File: config.mk
export PLATFORM = sky130hd
export DESIGN_NAME = instrumented_adder_sequencer
export DESIGN_NICKNAME = d
export VERILOG_FILES = /design/src/rtl/instrumented_adder_pkg.sv /design/src/rtl/seq_down_counter.sv /design/src/rtl/instrumented_adder_sequencer.sv
export SDC_FILE = /design/constraint.sdc
export NUM_CORES = 1
export LEC_CHECK = 0
export ABC_AREA = 0
export CORE_UTILIZATION = 35
export DETAILED_ROUTE_END_ITERATION = 8
export MAX_ROUTING_LAYER = met4
export PLACE_DENSITY_LB_ADDON = 0.25
export SLEW_MARGIN = 20
export SYNTH_ARGS = -nofsm -noshare
export SYNTH_HDL_FRONTEND = slang
export SYNTH_SLANG_ARGS = --single-unit
File: constraint.sdc
create_clock -name wb_clk_i -period 3.33 [get_ports wb_clk_i]
set_input_delay 0.666 -clock wb_clk_i [delete_from_list [all_inputs] [get_ports wb_clk_i]]
set_output_delay 0.666 -clock wb_clk_i [all_outputs]
set_load 0.005 [all_outputs]
File: src/rtl/instrumented_adder_pkg.sv
// Shared types and defaults for the instrumented adder measurement sequencer.
package instrumented_adder_pkg;

    localparam int DEFAULT_WIDTH         = 32;
    localparam int DEFAULT_SETTLE_CYCLES = 2;

    typedef enum logic [2:0] {
        SEQ_IDLE,
        SEQ_LOAD,
        SEQ_SETTLE,
        SEQ_RUN,
        SEQ_CAPTURE,
        SEQ_DONE
    } seq_state_t;

endpackage

File: src/rtl/seq_down_counter.sv
// Loadable down-counter shared by the SETTLE and RUN phases; holds at zero.
module seq_down_counter #(
    parameter int WIDTH = 32
) (
    input  logic             clk,
    input  logic             rst_n,
    input  logic             load,
    input  logic             en,
    input  logic [WIDTH-1:0] load_val,
    output logic             zero
);

    logic [WIDTH-1:0] r_count;

    always_ff @(posedge clk or negedge rst_n) begin
        if (!rst_n) begin
            r_count <= '0;
        end else if (load) begin
            r_count <= load_val;
        end else if (en && (r_count != '0)) begin
            r_count <= r_count - 1'b1;
        end
    end

    assign zero = (r_count == '0);

endmodule

File: src/rtl/instrumented_adder_sequencer.sv
// Timed measurement sequencer: latch operands, clear ring counter, settle,
// enable the ring for exactly N clocks, then capture count and sum.
module instrumented_adder_sequencer
    import instrumented_adder_pkg::*;
#(
    parameter int WIDTH         = DEFAULT_WIDTH,
    parameter int SETTLE_CYCLES = DEFAULT_SETTLE_CYCLES
) (
    input  logic             wb_clk_i,
    input  logic             wb_rst_n,
    input  logic             cmd_start,
    input  logic             cmd_abort,
    input  logic [WIDTH-1:0] cmd_a,
    input  logic [WIDTH-1:0] cmd_b,
    input  logic [WIDTH-1:0] cmd_cycles,
    output logic [WIDTH-1:0] a_input,
    output logic [WIDTH-1:0] b_input,
    output logic             ring_en,
    output logic             count_clear,
    input  logic [WIDTH-1:0] ring_count,
    input  logic [WIDTH-1:0] sum_in,
    output logic             busy,
    output logic             done,
    output logic [WIDTH-1:0] result_count,
    output logic [WIDTH-1:0] result_sum
);

    seq_state_t       r_state;
    logic [WIDTH-1:0] r_window;

    logic             w_zero;
    logic             w_cnt_load;
    logic             w_cnt_en;
    logic [WIDTH-1:0] w_cnt_val;
    logic             w_window_zero;

    assign w_window_zero = (r_window == '0);
    assign w_cnt_en      = (r_state == SEQ_SETTLE) || (r_state == SEQ_RUN);

    // The counter is preset on the edge that enters SETTLE and again on the
    // edge that enters RUN, so each phase sees its own fresh count.
    always_comb begin
        w_cnt_load = 1'b0;
        w_cnt_val  = '0;
        case (r_state)
            SEQ_LOAD: begin
                w_cnt_load = 1'b1;
                w_cnt_val  = WIDTH'(SETTLE_CYCLES - 1);
            end
            SEQ_SETTLE: begin
                if (w_zero) begin
                    w_cnt_load = 1'b1;
                    w_cnt_val  = r_window - 1'b1;
                end
            end
            default: begin
                w_cnt_load = 1'b0;
            end
        endcase
    end

    seq_down_counter #(
        .WIDTH (WIDTH)
    ) u_counter (
        .clk      (wb_clk_i),
        .rst_n    (wb_rst_n),
        .load     (w_cnt_load),
        .en       (w_cnt_en),
        .load_val (w_cnt_val),
        .zero     (w_zero)
    );

    always_ff @(posedge wb_clk_i or negedge wb_rst_n) begin
        if (!wb_rst_n) begin
            r_state      <= SEQ_IDLE;
            r_window     <= '0;
            a_input      <= '0;
            b_input      <= '0;
            result_count <= '0;
            result_sum   <= '0;
        end else if (cmd_abort) begin
            r_state <= SEQ_IDLE;
        end else begin
            case (r_state)
                SEQ_IDLE, SEQ_DONE: begin
                    if (cmd_start) begin
                        a_input  <= cmd_a;
                        b_input  <= cmd_b;
                        r_window <= cmd_cycles;
                        r_state  <= SEQ_LOAD;
                    end
                end
                SEQ_LOAD: begin
                    r_state <= SEQ_SETTLE;
                end
                SEQ_SETTLE: begin
                    if (w_zero) begin
                        r_state <= w_window_zero ? SEQ_CAPTURE : SEQ_RUN;
                    end
                end
                SEQ_RUN: begin
                    if (w_zero) begin
                        r_state <= SEQ_CAPTURE;
                    end
                end
                SEQ_CAPTURE: begin
                    result_count <= ring_count;
                    result_sum   <= sum_in;
                    r_state      <= SEQ_DONE;
                end
                default: begin
                    r_state <= SEQ_IDLE;
                end
            endcase
        end
    end

    // Control outputs decode straight from the state register, so reset and
    // abort drop them without an extra pipeline cycle.
    assign busy        = (r_state != SEQ_IDLE) && (r_state != SEQ_DONE);
    assign done        = (r_state == SEQ_DONE);
    assign ring_en     = (r_state == SEQ_RUN);
    assign count_clear = (r_state == SEQ_LOAD);

endmodule

## Word level (Yosys, flattened, before mapping)

Cells that the tools add are included.

- Divide/modulo/power cells: 0
- $lt $le $gt $ge: 0
- Bitwise gates (word level): 1
- Shift operators: 0
- Multiplexer cells: 12
- $add $sub $neg: 2
- Equal/unequal tests: 9
- $mul: 0
- Reductions and logical operators: 13

Operator list:

| cell | number |
|---|---|
| 32-bit 2-to-1 mux | 3 |
| 32-bit logical NOT | 2 |
| 32-bit case mux with 2 select lines | 1 |
| 32-bit by 1-bit subtractor with 32-bit output (second input constant) | 2 |
| 32-bit nonzero test | 1 |
| 3-bit 2-to-1 mux | 5 |
| 3-bit case mux with 5 select lines | 1 |
| 3-bit by 2-bit == test with 1-bit output (second input constant) | 2 |
| 3-bit == test (second input constant) | 2 |
| 3-bit by 2-bit inequality test with 1-bit output (second input constant) | 2 |
| 3-bit inequality test (second input constant) | 2 |
| 3-bit AND reduction | 2 |
| 3-bit by 1-bit == test with 1-bit output (second input constant) | 1 |
| 3-bit logical NOT | 1 |
| 3-bit nonzero test | 1 |
| 1-bit logical AND | 2 |
| 1-bit case mux with 2 select lines | 1 |
| 2-bit AND reduction | 1 |
| 2-bit nonzero test | 1 |
| 2-bit OR reduction | 1 |
| 1-bit logical OR | 1 |
| 1-bit 2-to-1 mux | 1 |
| 1-bit NOT | 1 |

- Output and inout bits: 132
- Register bits: 195
- Latch bits: 0
- Memories: 0
- ROM bits: 0
- Memory bits (writable): 0
- Logic and storage cells: 44
- Input bits: 164

## Longest topological paths before layout

- Depth after elaboration: 5
- Depth in mapped cells: 9
- Gate-level depth less buffers: 8

## By module

Synthesis repeated with hierarchy kept, for this count alone.

- Cell total of the unflattened synthesis: 743
- Area, all modules: 9053.7 um^2

By module, submodules not included:

| module | cells an instance | sequential area each (um^2) | area an instance (um^2) | times used |
|---|---|---|---|---|
| instrumented_adder_sequencer | 500 | 4078.9 | 6995.5 | 1 |
| seq_down_counter | 243 | 800.8 | 2058.2 | 1 |

## Least setup slack after synthesis

Ideal clock, no wire load.

- Path kind: register -> register
- Start point: reg u_counter.r_count[27]
- End point: reg u_counter.r_count[16]
- Setup slack: 0.802 ns
- Cell stages (with the launch flop): 8
- Data required time: 3.209 ns
- Data arrival time: 2.407 ns
- Buffers on the path: 1
- Path through: dfrtp_1 > or4_4 > or4_4 > nor4_4 > a31oi_2 > buf_6 > o21a_1 > o22a_1

- Word-level cells in the longest chain between the ends: 4
- Elaborated cells on any way between the ends: 9
- Those cells by class: mux: 5; reduce/logical: 4

RTL lines:

| what | RTL line | source |
|---|---|---|
| start, declared | seq_down_counter.sv:13 | `logic [WIDTH-1:0] r_count;` |
| start signal, assigned | seq_down_counter.sv:19 | `r_count <= load_val;` |
| start signal, assigned | seq_down_counter.sv:21 | `r_count <= r_count - 1'b1;` |
| 32-bit logical NOT | seq_down_counter.sv:25 | `assign zero = (r_count == '0);` |
| 32-bit 2-to-1 mux / 1-bit 2-to-1 mux (equally long branches) | instrumented_adder_sequencer.sv:51 | `if (w_zero) begin` |
| 32-bit case mux with 2 select lines / 1-bit case mux with 2 select lines (equally long branches) | instrumented_adder_sequencer.sv:45 | `case (r_state)` |
| 32-bit 2-to-1 mux / 2-bit nonzero test (equally long branches) | n/a |  |

Parallel ways exist; a longest one is shown, timed or not.
A chain may end at the register's enable or synchronous reset.

## Worst setup path after layout

- Start point: reg u_counter.r_count[27]
- End point: reg u_counter.r_count[31]

- Word-level cells in the longest chain between the ends: 4
- Elaborated cells on any way between the ends: 11
- Those cells by class: add/sub: 1; mux: 6; reduce/logical: 4

RTL lines:

| what |
|---|
| parallel branches: the longest is 4 deep, another holds 32-bit by 1-bit subtractor with 32-bit output |

Several ways; the timed one is not identified. The select of a mux whose other input is x is not followed.

==> results.sh <==
export IMPL_fin_cells=1360
export IMPL_postCtsResizedCells=0
export IMPL_synth_seq_area_share_pct=54.7
export IMPL_clk_pin_slew_ns=0.09
export IMPL_postCtsHoldBufs=0
export IMPL_skew_ns=0.0176
export IMPL_placed_cells=1328
export IMPL_layout_nets=1184
export IMPL_grt_pass1_vias=7357
export IMPL_critPathMaxFanout=13
export IMPL_ant_nets=0
export IMPL_criticalPathCategory="reg -> reg"
export IMPL_final_util_pct=51.6
export IMPL_p_leak_uw=0.00531
export IMPL_timing_final_crit_share_pct=82.9
export IMPL_vias=7051
export IMPL_drt_pass1_iterations=5
export IMPL_combPwrFrac_pct=34.3
export IMPL_grt_usage_pct=20.7
export IMPL_clk_latency_ns=0.45
export IMPL_cts_path_max_buffers=2
export IMPL_layout_drive_gt1_share_pct=22.2
export IMPL_ios=296
export IMPL_die_h_um=162
export IMPL_synth_ff_type="dfrtp_1"
export IMPL_core_area_mm2=0.0251
export IMPL_end_kind="flip-flop"
export IMPL_period_needed_ns=2.76
export IMPL_drtIter0Drc=428
export IMPL_drcViolationCount=0
export IMPL_routed_wl_um=25700
export IMPL_r2r_end="u_counter.r_count[31]"
export IMPL_setup_tns_ns=0
export IMPL_powerDensity_mw_per_mm2=642
export IMPL_slew_violations=0
export IMPL_p_clk_share_pct=25.7
export IMPL_sw_frac_of_total_pct=33.9
export IMPL_syn_area_mm2=0.00892
export IMPL_rr_startpoint="u_counter.r_count[27]"
export IMPL_fillers=2278
export IMPL_portBuffers=295
export IMPL_maxCapViolCount=0
export IMPL_grt_pass1_wl_um=40800
export IMPL_ff2ff_setup_slack_ns=0.57
export IMPL_die_area_mm2=0.0261
export IMPL_root_buffer="clkbuf_16"
export IMPL_htree_levels=4
export IMPL_ir_drop_mv=0.381
export IMPL_ys_warn_count=0
export IMPL_avgSynthCellArea_um2=12.5
export IMPL_cts_buffers=17
export IMPL_place_ws_ns=0.590
export IMPL_areaGrowthSynthToFinish_pct=45.2
export IMPL_met1Wirelength_um=10300
export IMPL_hpwl_um=18800
export IMPL_worstRegToRegCells=7
export IMPL_finalHoldViolCount=0
export IMPL_grt_max_degree=99
export IMPL_worst_slew_pin_slew_ns=0.644
export IMPL_slew_headroom_pct=57.0
export IMPL_wl_per_cell_um=18.9
export IMPL_antenna_found_initial=1
export IMPL_syn_nets=883
export IMPL_start_util_pct=35.5
export IMPL_die_w_um=162
export IMPL_synth_edff_count=0
export IMPL_async_reset_ff_share_pct=100
export IMPL_overflow=0
export IMPL_viasPerCell=5.18
export IMPL_p_seq_share_pct=40.0
export IMPL_cts_tree="yes"
export IMPL_setup_violations=0
export IMPL_cts_sinks=195
export IMPL_synthDistinctLibCells=68
export IMPL_start_kind="flip-flop"
export IMPL_highest_layer="met4"
export IMPL_rsz0062_at_grt="no"
export IMPL_post_cts_buffers=0
export IMPL_status="completed"
export IMPL_syn_inst=716
export IMPL_switching_power_uw=2820
export IMPL_rows=58
export IMPL_wl_met2_um=13000
export IMPL_hold_class="in -> async"
export IMPL_gp_congestion=0.904
export IMPL_p_int_uw=5490
export IMPL_max_freq_ghz=0.362
export IMPL_ys_seq_elements=195
export IMPL_arrival_ns=3.10
export IMPL_worst_ep_required_time_ns=3.67
export IMPL_worst_slack_ns=0.570
export IMPL_wl_met3_um=1830
-- power groups by stage --
stage / Combinational, uW / Clock (uW) / Sequential [uW]
after floorplan: 1560 / 0 / 3280
after global placement: 2820 / 0 / 3340
after detailed placement: 2840 / 0 / 3350
after CTS: 2860 / 2190 / 3320
after global routing: 3100 / 2290 / 3410
final: 2850 / 2140 / 3330
-- layout by cell type (no fill, tap or decap), types with 6 or more instances in the layout --
cell type          n
mux2_2           158
nand4_1            6
or3_1              8
xnor2_1           17
xor2_1            10
nor3_1            24
a21oi_1           17
nand2_1           21
o31ai_1            6
nand3_1           17
o21ai_0           18
or4_1              8
clkbuf_16         17
o22ai_1            6
clkdlybuf4s50_1  294
o211ai_1           6
inv_1             11
a211oi_1           7
dfrtp_1          195
buf_4             21
nor4_1            20
nor2_1            33
-- synth_stat cells, types with 7 or more instances --
master / count / area share, %
dfrtp_1: 195 / 55
mux2_2: 158 / 20
nor2_1: 33 / 1.4
clkbuf_1: 26 / 1.1
nor3_1: 24 / 1.3
nand2_1: 21 / 0.88
nor4_1: 20 / 1.4
o21ai_0: 18 / 1.0
a21oi_1: 17 / 0.95
nand3_1: 17 / 0.95
xnor2_1: 17 / 1.7
inv_1: 11 / 0.46
xor2_1: 10 / 0.98
or3_1: 8 / 0.56
or4_1: 8 / 0.67
a211oi_1: 7 / 0.59
-- worst max path at each step --
stage                           from                     to  slack, ns
6_report       u_counter.r_count[27]  u_counter.r_count[31]       0.57
5_1_grt        u_counter.r_count[27]  u_counter.r_count[31]       0.45
4_1_cts                   r_state[0]            count_clear       0.57
3_5_place_dp   u_counter.r_count[27]  u_counter.r_count[31]       0.59
3_3_place_gp   u_counter.r_count[27]  u_counter.r_count[22]       0.67
2_1_floorplan  u_counter.r_count[27]  u_counter.r_count[16]       0.80
-- final cells by class --
type	count	area, um^2	share of cell area [%]
Inverter	11	41.3	0.319
Clock buffer	17	425	3.28
Timing Repair Buffer	319	3170	24.5
Multi-Input combinational cell	473	3840	29.7
Antenna cell	1	2.50	0.0193
Clock inverter	14	178	1.37
Sequential cell	195	4880	37.7
Tap cell	330	413	3.19
-- worst max-delay path, stage by stage, from the launching register on --
cell      delay (ns)
dfrtp_1         0.39
or4_4           0.57
or4_4           0.48
nor4_4          0.37
a31o_1          0.38
buf_4           0.26
o21ai_0         0.12
o211ai_1        0.10
-- metal layers --
metal	track usage (%)	vias to the layer above
li1	-	3267
met3	5.90	43
met5	-	-
met2	33.8	255
met1	24.6	3486
met4	6.82	0
-- through the flow --
stage / power, uW / hold WS [ns] / instance area, um^2
after detailed placement: 6190 / 0.488 / 12300
after global placement: 6160 / 0.484 / 12300
after floorplan: 4840 / 0.370 / 8920
after global routing: 8800 / 0.224 / 13000
final: 8310 / 0.178 / 13000
after CTS: 8360 / 0.214 / 13000
-- kinds of logic after synthesis --
family,synth area share (%)
adders and majority gates,0.421
DFF,54.7
buffers and inverters,2.41
xor gates and xnor gates,2.65
AOI/OAI and AO/OA,8.85
muxes,20.3
and+or+nand+nor,10.7
-- registers in the layout, indices dropped and copies added (netlist names) --
| signal | count |
|---|---|
| a_input | 32 |
| result_sum | 32 |
| result_count | 32 |
| r_state | 3 |
| r_window | 32 |
| u_counter.r_count | 32 |
| b_input | 32 |
No activity file was read; power rests on OpenSTA's default activity.
==> RTL change 1: new RTL, same flow settings <==
Register the outputs `ring_en`, `count_clear`, `busy` and `done`, with the module's reset; this adds one clock of latency there. The other outputs are not delayed to match.
--- a/src/rtl/instrumented_adder_sequencer.sv
+++ b/src/rtl/instrumented_adder_sequencer.sv
@@ -119,6 +119,15 @@
     // abort drop them without an extra pipeline cycle.
-    assign busy        = (r_state != SEQ_IDLE) && (r_state != SEQ_DONE);
-    assign done        = (r_state == SEQ_DONE);
-    assign ring_en     = (r_state == SEQ_RUN);
-    assign count_clear = (r_state == SEQ_LOAD);
+    always_ff @(posedge wb_clk_i or negedge wb_rst_n) begin
+        if (!wb_rst_n) begin
+            ring_en     <= '0;
+            count_clear <= '0;
+            busy        <= '0;
+            done        <= '0;
+        end else begin
+            ring_en     <= (r_state == SEQ_RUN);
+            count_clear <= (r_state == SEQ_LOAD);
+            busy        <= (r_state != SEQ_IDLE) && (r_state != SEQ_DONE);
+            done        <= (r_state == SEQ_DONE);
+        end
+    end
 
Function: changed (a bounded check fails within 4 cycles, from zero or initial values and one cycle with wb_rst_n low).
==> RTL change 1 against the original RTL <==
Clock skew decreased by 0.0020 ns; die area increased by 2.2%; synthesized area increased by 2.2%; worst setup slack got worse by 0.11 ns; final cell count increased by 1.5%; wire length increased by 0.78%; largest cell class unchanged; largest power group unchanged; sequential cell count increased by 4; synthesized cell count increased by 2.9%; total power decreased by 4.8%; final area increased by 1.6%.
==> RTL change 1: results (changes against the original RTL) <==
stage,metric,value,unit,change
pwr,leakage power summed over all cells,5.36,nW,+0.89%
grt,vias in the first global route,7356,,-0.014%
synth,Commonest cells post-synth,"199 x sky130_fd_sc_hd__dfrtp_1, 158 x sky130_fd_sc_hd__mux2_2, 33 x sky130_fd_sc_hd__nor2_1, 30 x sky130_fd_sc_hd__o21ai_0",,
grt,combined global-route utilization of all metal layers,20.3,%,-0.40 points
synth,most area-consuming cells after synthesis,"sky130_fd_sc_hd__dfrtp_1 55%, sky130_fd_sc_hd__mux2_2 20%, sky130_fd_sc_hd__nor4_1 1.8%, sky130_fd_sc_hd__xnor2_1 1.7%, sky130_fd_sc_hd__o21ai_0 1.6%",,
placement,total of buffers placed on input and output ports,295,,unchanged
worst_setup_path,Crit path largest cell delay,0.72,ns,+0.15 ns
synth,multiplexer fraction of the synthesized cell area,19.6,%,-0.65 points
placement,post-detailed-placement cell area,12600,um^2,+1.8%
grt,routing usage on met3,5.54,%,-0.36 points
placement,Final HPWL DP,18900,um,+0.28%
worst_setup_path,end of the worst register-to-register path,r_state[2],,
status,outcome,completed,,
grt,initial antenna violation count,0,,-1
route,wire length per cell after detailed routing,18.7,um,-0.75%
synth,Synth Area in XOR/XNOR,2.98,%,+0.33 points
worst_setup_path,Critical Path Slowest Stage Cell,sky130_fd_sc_hd__or4b_1,,
finish,fraction of final layout cells sized beyond drive strength 1,22.7,%,+0.58 points
worst_setup_path,Worst Reg2Reg Path Length in Cells,8,,+1
finish,Layout Nets,1205,,+1.8%
timing,Worst Max-Slew Pin Slew,0.784,ns,+0.140 ns
route,count of routing violations after the opening detailed-route iteration,370,,-14%
synth,total nets after synthesis,904,,+2.4%
synth,fraction of the mapped netlist area in compound gates,8.00,%,-0.85 points
grt,pin count of the biggest net entering global routing,99,,unchanged
synth,sequential cell area fraction in the yosys report,54.6,%,-0.073 points
worst_setup_path,Crit Reg-Reg Startpoint,r_window[0],,
grt,met2 routing resource usage after global routing,32.8,%,-1.0 points
route,DR vias,7142,,+1.3%
finish,total of fill cells in the finished design,2286,,+0.35%
synth,adder-cell area share of the yosys netlist,0.412,%,-0.0090 points
worst_setup_path,flop-to-flop setup slack,0.46,ns,-0.11 ns
grt,global-route wire length before repair,40600,um,-0.48%
timing,Hold Worst Slack,0.218,ns,+0.0407 ns
pwr,Peak supply drop,0.000385,V,+0.98%
worst_setup_path,largest driver fanout on the critical path,10,,-3
finish,ant diodes,0,,-1
synth,Cell variety after synth,67,,-1.5%
grt,met1 usage,25.4,%,+0.75 points
clocking,latest clock arrival within the worst-skew pair,0.43,ns,-0.02 ns
worst_setup_path,data arrival time of the worst path,3.22,ns,+0.12 ns
timing,worst setup skew after layout,0.0157,ns,-0.00195 ns
placement,final weighted congestion in routability-driven placement,0.903,,about the same
RTL change 1: cell type report:
cell class / instances / area share (%)
Sequential cell: 199 / 37.8
Tap cell: 330 / 3.14
Multi-Input combinational cell: 488 / 29.8
Timing Repair Buffer: 323 / 24.4
Clock buffer: 19 / 3.36
Inverter: 9 / 0.257
Clock inverter: 13 / 1.14
RTL change 1: kinds of logic after synthesis:
group | count (synthesis)
compound gates | 107
xor+xnor | 31
simple gates | 188
fa+ha+maj | 3
mux | 159
buf+inv | 50
flops | 199
RTL change 1: worst max path at each step:
stage	from	end	slack [ns]
final	r_window[0]	r_state[2]	0.46
after global routing	r_window[0]	r_state[2]	0.21
after CTS	r_window[0]	r_state[2]	0.48
after detailed placement	r_window[0]	r_state[2]	0.51
after global placement	u_counter.r_count[24]	u_counter.r_count[8]	0.55
after floorplan	r_window[0]	u_counter.r_count[30]	0.74
RTL change 1: critical path: cells and delay by family (launching register included):
family                     cells  cell delay (ns)
AOI/OAI and AO/OA              1             0.29
adders and majority gates      1             0.17
buffers and inverters          1             0.08
DFF                            1             0.39
and+or+nand+nor                5             1.86
RTL change 1: stage by stage:
step / worst slack [ns] / instances / util [%] / total power, mW
finish: 0.460 / 1381 / 51.8 / 7.91
global route: 0.212 / 1381 / 51.8 / 8.34
CTS: 0.484 / 1381 / 51.8 / 7.98
detailed placement: 0.510 / 1349 / 49.5 / 5.86
global placement: 0.550 / 1349 / 49.5 / 5.83
floorplan: 0.741 / 737 / - / 4.57
RTL change 1: routing by layer:
metal	routed length, um	share of wire (%)
met1	10900	42
met4	286	1.1
met3	1790	6.9
met2	12900	50
met5	0	0
RTL change 1: power breakdown:
part           total (mW)  internal [mW]  switching, mW
Clock                2.08           1.03           1.04
Sequential           3.34           2.89          0.449
Combinational        2.49           1.38           1.12
Total                7.91           5.30           2.61
==> RTL change 2: new RTL, same flow settings <==
Without the edit above. Set the package constant `DEFAULT_WIDTH` to 16 (it was 32).
--- a/src/rtl/instrumented_adder_pkg.sv
+++ b/src/rtl/instrumented_adder_pkg.sv
@@ -3,3 +3,3 @@
 
-    localparam int DEFAULT_WIDTH         = 32;
+    localparam int DEFAULT_WIDTH         = 16;
     localparam int DEFAULT_SETTLE_CYCLES = 2;
Interface: changed (9 resized); port bits go from 296 to 152. No check against the original RTL was run, so the function may have changed too.
==> RTL change 2 against the original RTL <==
Critical path depth down 3; final cell count down 49%; total power down 26%; global-route usage down 2.4 points; sequential cell count down 96; combinational power down 4%; worst setup slack worse by 0.15 ns; final area down 48%; synthesized area down 47%; core utilization up 0.72 points; wire length down 54%.
==> RTL change 2: results (changes against the original RTL) <==
stage,metric,value,unit,change
timing,Finish-stage setup viols,0,,unchanged
grt,global-route wire length before repair,19300,um,-53%
synth,Commonest cells post-synth,"99 x sky130_fd_sc_hd__dfrtp_1, 77 x sky130_fd_sc_hd__mux2_2, 22 x sky130_fd_sc_hd__nor2_1, 13 x sky130_fd_sc_hd__buf_2",,
synth,adder-cell area share of the yosys netlist,0.800,%,+0.38 points
timing,Worst Max-Slew Pin Slew,0.793,ns,+0.149 ns
timing,worst setup skew after layout,0.00546,ns,-0.0122 ns
pwr,switching power summed over all nets,2.03,mW,-28%
grt,vias in the first global route,3782,,-49%
synth,multiplexer fraction of the synthesized cell area,18.7,%,-1.6 points
route,count of routing violations after the opening detailed-route iteration,138,,-68%
finish,fraction of final layout cells sized beyond drive strength 1,23.8,%,+1.6 points
route,number of detailed-routing iterations run before antenna repair,4,,-1
pwr,leakage power summed over all cells,2.68,nW,-50%
placement,Final HPWL DP,8740,um,-54%
synth,post-synthesis instance area,4690,um^2,-47%
route,total wire length,11800,um,-54%
route,via/cell ratio,5.14,,-0.81%
synth,Cell variety after synth,66,,-2.9%
worst_setup_path,gate family responsible for the most delay along the worst path,buffers and inverters,,
synth,total nets after synthesis,456,,-48%
synth,fraction of the mapped netlist area in compound gates,8.72,%,-0.13 points
placement,final weighted congestion in routability-driven placement,0.900,,-0.45%
placement,total of buffers placed on input and output ports,151,,-49%
grt,pin count of the biggest net entering global routing,63,,-36%
finish,Layout Nets,605,,-49%
worst_setup_path,largest driver fanout on the critical path,11,,-2
clocking,latest clock arrival within the worst-skew pair,0.34,ns,-0.11 ns
finish,ant diodes,0,,-1
clocking,depth of the CTS H-tree,3,,-1
grt,initial antenna violation count,0,,-1
worst_setup_path,Critical Path Slowest Stage Cell,sky130_fd_sc_hd__dfrtp_1,,
status,outcome,completed,,
worst_setup_path,data arrival time of the worst path,2.24,ns,-0.86 ns
clocking,clock slew at the register clock pins of the worst setup and hold paths,0.07,ns,-0.02 ns
synth,most area-consuming cells after synthesis,"sky130_fd_sc_hd__dfrtp_1 53%, sky130_fd_sc_hd__mux2_2 18%, sky130_fd_sc_hd__xnor2_1 2.1%, sky130_fd_sc_hd__nor2_1 1.8%, sky130_fd_sc_hd__xor2_1 1.7%",,
clocking,cts bufs inserted,9,,-8
pwr,Peak supply drop,0.000477,V,+25%
grt,combined global-route utilization of all metal layers,18.3,%,-2.4 points
placement,post-detailed-placement cell area,6390,um^2,-48%
synth,sequential cell area fraction in the yosys report,52.8,%,-1.9 points
-- RTL change 2: changes by cell type in the layout (fill, tap and decap cells not counted), moves of 7 or more --
cell / delta
sky130_fd_sc_hd__nor4_1: -18
sky130_fd_sc_hd__nor2_1: -11
sky130_fd_sc_hd__nand3_1: -13
sky130_fd_sc_hd__nand2_1: -10
sky130_fd_sc_hd__a21oi_1: -11
sky130_fd_sc_hd__clkbuf_16: -8
sky130_fd_sc_hd__clkdlybuf4s50_1: -144
sky130_fd_sc_hd__buf_4: -18
sky130_fd_sc_hd__o21ai_0: -7
sky130_fd_sc_hd__dfrtp_1: -96
sky130_fd_sc_hd__nor3_1: -16
sky130_fd_sc_hd__mux2_2: -81
-- RTL change 2: power by group through the flow --
stage,Combinational (mW),Clock (mW),Sequential [mW]
final,2.73,1.12,2.26
after detailed placement,2.74,0,2.28
after CTS,2.75,1.16,2.27
after floorplan,1.47,0,2.20
after global placement,2.71,0,2.25
after global routing,2.96,1.21,2.36
-- RTL change 2: cell families after synthesis --
kind of cell	count (synthesis)
buffers and inverters	24
AND/OR/NAND/NOR	89
AO/OA/AOI/OAI	56
flip-flops	99
XOR/XNOR	20
multiplexers	78
adder cells (fa/ha/maj)	3
-- RTL change 2: path summary, 6_finish.rpt --
kind | slack (ns) | cells after the start | to | from
max reg2reg | 0.88 | 7 | u_counter.r_count[11] | u_counter.r_count[0]
max in group asynchronous | 2.25 | 2 | result_sum[8] | wb_rst_n
min | 0.41 | 1 | a_input[2] | wb_rst_n
min reg2reg | 0.49 | 1 | b_input[2] | b_input[2]
min in group wb_clk_i | 0.49 | 1 | b_input[2] | b_input[2]
max | 0.42 | 4 | count_clear | r_state[0]
-- RTL change 2: per-layer routing --
| metal | global-route usage, % | up-vias | wire (um) |
|---|---|---|---|
| met5 | - | - | 0 |
| met4 | 5.77 | 0 | 153 |
| met3 | 7.17 | 12 | 1170 |
| met2 | 28.1 | 152 | 5600 |
| met1 | 22.1 | 1761 | 4900 |
| li1 | - | 1644 | - |
-- RTL change 2: layout make-up --
| cell class | instances | area (um^2) | share of cell area [%] |
|---|---|---|---|
| Multi-Input combinational cell | 246 | 2110 | 31.4 |
| Inverter | 7 | 26.3 | 0.392 |
| Clock inverter | 4 | 75.1 | 1.12 |
| Sequential cell | 99 | 2480 | 36.9 |
| Clock buffer | 11 | 243 | 3.62 |
| Tap cell | 172 | 215 | 3.21 |
| Timing Repair Buffer | 155 | 1560 | 23.3 |
-- RTL change 2: through the flow --
stage                     setup slack (ns)  hold WS, ns  util (%)  instances
after floorplan                       1.37        0.370         -        369
after global placement               0.862        0.480      49.8        679
after detailed placement             0.803        0.488      49.8        679
after CTS                            0.433        0.436      52.3        694
after global routing                 0.282        0.476      52.3        694
final                                0.421        0.407      52.3        694
